### src/rtl/cpu_pkg.sv
// ============================================================================
// cpu_pkg
//   Shared CPU widths and the IMEM boot controller state encoding.
//   Revision: 1.0
// ============================================================================
`default_nettype none

package cpu_pkg;

   localparam int INST_ADDR_WIDTH = 10;
   localparam int INST_DATA_WIDTH = 32;

   typedef enum logic [2:0] {
      IMEM_IDLE  = 3'd0,
      IMEM_LOAD  = 3'd1,
      IMEM_DRAIN = 3'd2,
      IMEM_RUN   = 3'd3,
      IMEM_ERR   = 3'd4
   } imem_ctrl_state_e;

endpackage

`default_nettype wire

### src/rtl/imem_ld_csum.sv
// ============================================================================
// imem_ld_csum
//   Running modulo-2**DATA_W sum of loaded words.
//   Revision: 1.0
// ============================================================================
`default_nettype none

module imem_ld_csum
   import cpu_pkg::*;
#(
   parameter int DATA_W = INST_DATA_WIDTH
) (
   input  logic              Clk,
   input  logic              Rst_n,
   input  logic              i_clr,
   input  logic              i_add,
   input  logic [DATA_W-1:0] i_data,
   output logic [DATA_W-1:0] o_sum_next
);

   logic [DATA_W-1:0] r_sum;

   // Sum including the word on the current handshake, so the last word counts.
   assign o_sum_next = r_sum + i_data;

   always_ff @(posedge Clk or negedge Rst_n) begin
      if (!Rst_n)
         r_sum <= '0;
      else if (i_clr)
         r_sum <= '0;
      else if (i_add)
         r_sum <= o_sum_next;
   end

endmodule

`default_nettype wire

### src/rtl/imem_boot_ctrl.sv
// ============================================================================
// imem_boot_ctrl
//   IMEM boot sequencer and port arbiter: loader writes in LOAD, IF reads in RUN.
//   Optional load checksum: IMEM_LOAD_CHECKSUM_EN.
//   Revision: 1.0
// ============================================================================
`default_nettype none

module imem_boot_ctrl
   import cpu_pkg::*;
#(
   parameter int ADDR_W = INST_ADDR_WIDTH,
   parameter int DATA_W = INST_DATA_WIDTH
) (
   input  logic              Clk,
   input  logic              Rst_n,
   input  logic              Ld_Req_i,
   input  logic              Ld_Valid_i,
   input  logic [DATA_W-1:0] Ld_Data_i,
   input  logic              Ld_Last_i,
   input  logic [DATA_W-1:0] Ld_Csum_i,
   output logic              Ld_Ready_o,
   input  logic              Halt_i,
   input  logic              If_Imem_En_i,
   input  logic [ADDR_W-1:0] If_Imem_Addr_i,
   output logic [DATA_W-1:0] If_Imem_Data_o,
   output logic              Start_o,
   output logic              Mem_En_o,
   output logic              Mem_We_o,
   output logic [ADDR_W-1:0] Mem_Addr_o,
   output logic [DATA_W-1:0] Mem_Wdata_o,
   input  logic [DATA_W-1:0] Mem_Rdata_i,
   output logic [2:0]        State_o,
   output logic [ADDR_W:0]   Ld_Count_o,
   output logic              Err_o
);

   localparam logic [ADDR_W:0]   C_DEPTH     = {1'b1, {ADDR_W{1'b0}}};
   localparam logic [ADDR_W:0]   C_ONE       = {{ADDR_W{1'b0}}, 1'b1};
   localparam logic [ADDR_W-1:0] C_LAST_ADDR = {ADDR_W{1'b1}};

   imem_ctrl_state_e  r_state;
   logic              r_start;
   logic              r_err;
   logic [ADDR_W:0]   r_count;

   logic              w_ld_hs;
   logic              w_ld_start;
   logic              w_csum_ok;

   assign w_ld_hs    = (r_state == IMEM_LOAD) && Ld_Valid_i;
   assign w_ld_start = ((r_state == IMEM_IDLE) || (r_state == IMEM_ERR)) && Ld_Req_i;

`ifdef IMEM_LOAD_CHECKSUM_EN
   logic [DATA_W-1:0] w_sum_next;

   imem_ld_csum #(
      .DATA_W (DATA_W)
   ) u_ld_csum (
      .Clk        (Clk),
      .Rst_n      (Rst_n),
      .i_clr      (w_ld_start),
      .i_add      (w_ld_hs),
      .i_data     (Ld_Data_i),
      .o_sum_next (w_sum_next)
   );

   assign w_csum_ok = (w_sum_next == Ld_Csum_i);
`else
   logic [DATA_W-1:0] w_csum_unused;
   assign w_csum_unused = Ld_Csum_i;
   assign w_csum_ok     = 1'b1;
`endif

   always_ff @(posedge Clk or negedge Rst_n) begin
      if (!Rst_n) begin
         r_state <= IMEM_IDLE;
         r_start <= 1'b0;
         r_err   <= 1'b0;
         r_count <= '0;
      end else begin
         case (r_state)
            IMEM_IDLE, IMEM_ERR: begin
               if (Ld_Req_i) begin
                  r_state <= IMEM_LOAD;
                  r_count <= '0;
                  r_err   <= 1'b0;
               end
            end
            IMEM_LOAD: begin
               if (w_ld_hs) begin
                  if (r_count != C_DEPTH)
                     r_count <= r_count + C_ONE;
                  if (Ld_Last_i) begin
                     if (w_csum_ok) begin
                        r_state <= IMEM_DRAIN;
                     end else begin
                        r_state <= IMEM_ERR;
                        r_err   <= 1'b1;
                     end
                  end else if (r_count[ADDR_W-1:0] == C_LAST_ADDR) begin
                     // Final SRAM word written without Last: program too large.
                     r_state <= IMEM_ERR;
                     r_err   <= 1'b1;
                  end
               end
            end
            IMEM_DRAIN: begin
               r_state <= IMEM_RUN;
               r_start <= 1'b1;
            end
            IMEM_RUN: begin
               if (Halt_i) begin
                  r_state <= IMEM_IDLE;
                  r_start <= 1'b0;
               end
            end
            default: begin
               r_state <= IMEM_IDLE;
               r_start <= 1'b0;
            end
         endcase
      end
   end

   always_comb begin
      Mem_En_o    = 1'b0;
      Mem_We_o    = 1'b0;
      Mem_Addr_o  = '0;
      Mem_Wdata_o = '0;
      if (w_ld_hs) begin
         Mem_En_o    = 1'b1;
         Mem_We_o    = 1'b1;
         Mem_Addr_o  = r_count[ADDR_W-1:0];
         Mem_Wdata_o = Ld_Data_i;
      end else if (r_state == IMEM_RUN) begin
         Mem_En_o    = If_Imem_En_i;
         Mem_Addr_o  = If_Imem_Addr_i;
      end
   end

   // Unregistered return path keeps the IF stage's one-cycle read latency.
   assign If_Imem_Data_o = Mem_Rdata_i;
   assign Ld_Ready_o     = (r_state == IMEM_LOAD);
   assign Start_o        = r_start;
   assign Err_o          = r_err;
   assign Ld_Count_o     = r_count;
   assign State_o        = r_state;

endmodule

`default_nettype wire
### config.mk
export PLATFORM = sky130hd
export DESIGN_NAME = imem_boot_ctrl
export DESIGN_NICKNAME = d
export VERILOG_FILES = /design/src/rtl/cpu_pkg.sv /design/src/rtl/imem_ld_csum.sv /design/src/rtl/imem_boot_ctrl.sv
export SDC_FILE = /design/constraint.sdc
export NUM_CORES = 1
export LEC_CHECK = 0
export BUFFER_PORTS_ARGS = -buffer_cell sky130_fd_sc_hd__clkbuf_2
export CELL_PAD_IN_SITES_DETAIL_PLACEMENT = 0
export CELL_PAD_IN_SITES_GLOBAL_PLACEMENT = 1
export CORE_AREA = 2 2 81 122
export CTS_CLUSTER_DIAMETER = 120
export DETAILED_ROUTE_END_ITERATION = 6
export DIE_AREA = 0 0 83 124
export PLACE_DENSITY_LB_ADDON = 0.1
export SLEW_MARGIN = 20
export SYNTH_ARGS = -nofsm -noshare
export SYNTH_HDL_FRONTEND = slang
export SYNTH_SLANG_ARGS = --single-unit
### constraint.sdc
create_clock -name Clk -period 1.5 [get_ports Clk]
set_input_delay 0.075 -clock Clk [delete_from_list [all_inputs] [get_ports Clk]]
set_output_delay 0.075 -clock Clk [all_outputs]
set_load 0.02 [all_outputs]
==> results by group <==
Outcome
  – Outcome: complete, but fails checks
  – Failing checks: negative setup slack

Route
  – Routed len/inst: 16.7 um
  – Final WL: 7290 um
  – Routed vias: 2014
  – Via density: 4.61
  – Antenna Nets Post-Route: 0
  – DRC Markers: 0
  – Initial DRC count: 33
  – Drt first pass iters: 4

Setup path
  – Setup crit end kind: flip-flop
  – Worst setup SP type: flip-flop
  – CP Data Arrival Time: 1900 ps
  – WS Path Type: flip-flop to flip-flop
  – Crit-path max FO: 8
  – WP data required: 1670 ps

Synth
  – Number of synthesized flops with an enable pin: 0
  – Asr flop ratio synth: 100%
  – Area leader, netlist: dfrtp_1
  – Area fraction of the dominant cell type after synthesis: 24.7%
  – Post-synthesis cell count: 197
  – Synth Cell Area: 1620 sq um
  – Main synth FF type: dfrtp_1
  – Total number of yosys warnings: 0
  – Unique cell type count in the Yosys netlist: 40
  – Avg Inst Size Synth: 8.22 sq um
  – Most frequent cell after synthesis: buf_4
  – Main area contributors after synthesis: dfrtp_1, buf_4, and3_1
  – Yosys reg bits: 16
  – Commonest cells in the netlist: buf_4, and3_1, dfrtp_1, a22o_1
  – Syn_nets: 312
  – Post-synthesis sequential area ratio: 24.7%

Clock network
  – Clock sinks: 16
  – H-tree depth: 1
  – Clock latency on the worst-skew pair: 250 ps
  – TritonCTS clock tree: yes
  – Root buf cell: clkbuf_16
  – Clock Pin Slew Worst Setup and Hold Paths: 50 ps
  – Clock Tree Buf Depth: 2
  – Total CTS buffers: 3

Die
  – Die area: 10300 sq um
  – Ports: 206
  – Rows: 43
  – Die width: 83 um
  – Die height: 124 um
  – Initial core utilization: 17.6%
  – CORE AREA: 9200 sq um

Timing
  – Setup ws final: -225 ps
  – Worst-margin pin slew: 476 ps
  – Slew Viols, Final: 0
  – Count of final hold-check violations: 0
  – Final setup vio count: 57
  – Achievable frequency: 0.580 GHz
  – Final setup TNS: -8320 ps
  – Slew HR: 68.3%
  – Worst Skew: 2.35 ps
  – Final critical-path share of the clock period: 115%
  – RSZ-0062 raised after global routing: true
  – Final Critical Period: 1720 ps

Power
  – Lkg Pwr: 1.70 nW
  – Power density cells: 1610 nW/um^2
  – Net switching power: 2.22 mW
  – Logic pwr share: 79.5%
  – Power, Total: 5.63 mW
  – Sequential share of power: 11.1%
  – Clock share of power: 9.4%
  – Pint: 3.41 mW
  – Sw frac: 39.5%
  – Max VDD drop: 0.000710 V

Global route
  – Initial antenna violation count: 0
  – Pin count of the biggest net entering global routing: 33
  – First-pass GRT wire length: 11000 um
  – Vias in the first global route: 2012
  – GRT Residual Overflow: 0
  – Gr usage total: 13.6%

Layout
  – Nets: 442
  – Layout area overhead: 115%
  – Ant. Diodes: 0
  – Finished Cell Area: 3490 sq um
  – Fraction of layout cells with a size suffix above 1: 75.4%

Run
  – Max-cap violations: 0

Placed design
  – Post-DP HPWL: 4970 um
  – I/O Buffers: 109
  – Area after DPL: 2390 sq um
  – RD Place Congestion: 0.710

Hold path
  – Min-delay worst type: input pin to flip-flop
registers in the layout, summed over array words and instances (netlist names):
name,flops
Ld_Count_o,11
Start_o,1
State_o,3
Err_o,1
timing repair:
| item | in CTS | in global routing |
|---|---|---|
| pin swaps | 24 | 25 |
| setup buffers | 10 | 11 |
| hold buffers | 1 | 0 |
| setup endpoints to repair | 59 | 59 |
| resized for setup | 122 | 68 |
| gates cloned | 3 | 2 |
| endpoints found under the hold margin | 16 | 0 |
kinds of logic after synthesis:
group	after synthesis	synth area share, %
fa+ha+maj	2	1.55
mux	3	1.85
xor+xnor	1	0.541
flops	16	24.7
compound gates	40	19.2
buf+inv	54	21.3
simple gates	81	30.9
per-layer routing:
layer / share of wire [%] / vias to the layer above / routed length [um] / GRT usage [%]
li1: - / 946 / - / -
met1: 33 / 955 / 2410 / 13.7
met2: 58 / 103 / 4260 / 27.5
met3: 6.3 / 10 / 459 / 2.39
met4: 2.2 / 0 / 157 / 5.02
met5: 0 / - / 0 / 0
worst max-delay path, stage by stage (launching register included):
cell and delay (ps):
dfrtp_2 410, nor3b_4 160, buf_6 130, buf_12 120
buf_6 110, and4_4 190, or4_1 410, a21oi_1 130
layout make-up:
class | instances | area (sq um)
clock buffers | 3 | 75.1
multi-input cells | 127 | 1220
fillers | 882 | 5710
inverters | 6 | 22.5
flip-flops and latches | 16 | 405
well taps | 112 | 140
repair buffers | 173 | 1630
layout by cell type (no fill, tap or decap), types with 3 or more instances in the layout:
master	synthesis	final
a21oi_1	7	6
a22o_1	10	4
a22o_4	0	6
a31oi_1	4	4
and3_1	33	6
and3_4	0	27
buf_12	0	8
buf_4	34	38
buf_6	1	16
buf_8	0	28
clkbuf_16	0	5
clkbuf_2	0	67
clkbuf_8	0	11
dfrtp_1	16	12
dfrtp_2	0	4
inv_1	6	5
mux2i_1	3	3
nand2_1	8	8
nand3_1	7	6
nand4_1	4	4
nor2_1	5	4
o21ai_0	5	3
or2_2	4	4
stage by stage:
stage	util (%)	hold WS (ps)	worst slack [ps]	cells
after global placement	26.0	61.4	-130	411
after CTS	34.7	87.8	-211	427
final	37.9	90.1	-225	437
after floorplan	-	-221	-138	197
after detailed placement	26.0	55.0	-142	411
after global routing	37.9	104	-272	437
final timing paths:
check	startpoint	end	slack (ps)	cells after the start
worst max register to register	State_o[0]	Ld_Count_o[2]	-220	7
worst min-delay path	Ld_Last_i	Err_o	90	2
max in group asynchronous	Rst_n	Ld_Count_o[1]	820	2
worst max-delay path	State_o[0]	Ld_Count_o[2]	-220	7
worst min register to register	Start_o	Start_o	510	2
min in group asynchronous	Rst_n	Start_o	310	2
power by group through the flow:
stage          sequential, mW  clock, mW  combinational, mW
4_1_cts                 0.620      0.541               3.97
5_1_grt                 0.641      0.561               4.77
3_3_place_gp            0.612          0               2.66
6_report                0.626      0.526               4.48
2_1_floorplan           0.741          0               1.48
3_5_place_dp            0.617          0               2.63
No activity file was read; power rests on OpenSTA's default activity.
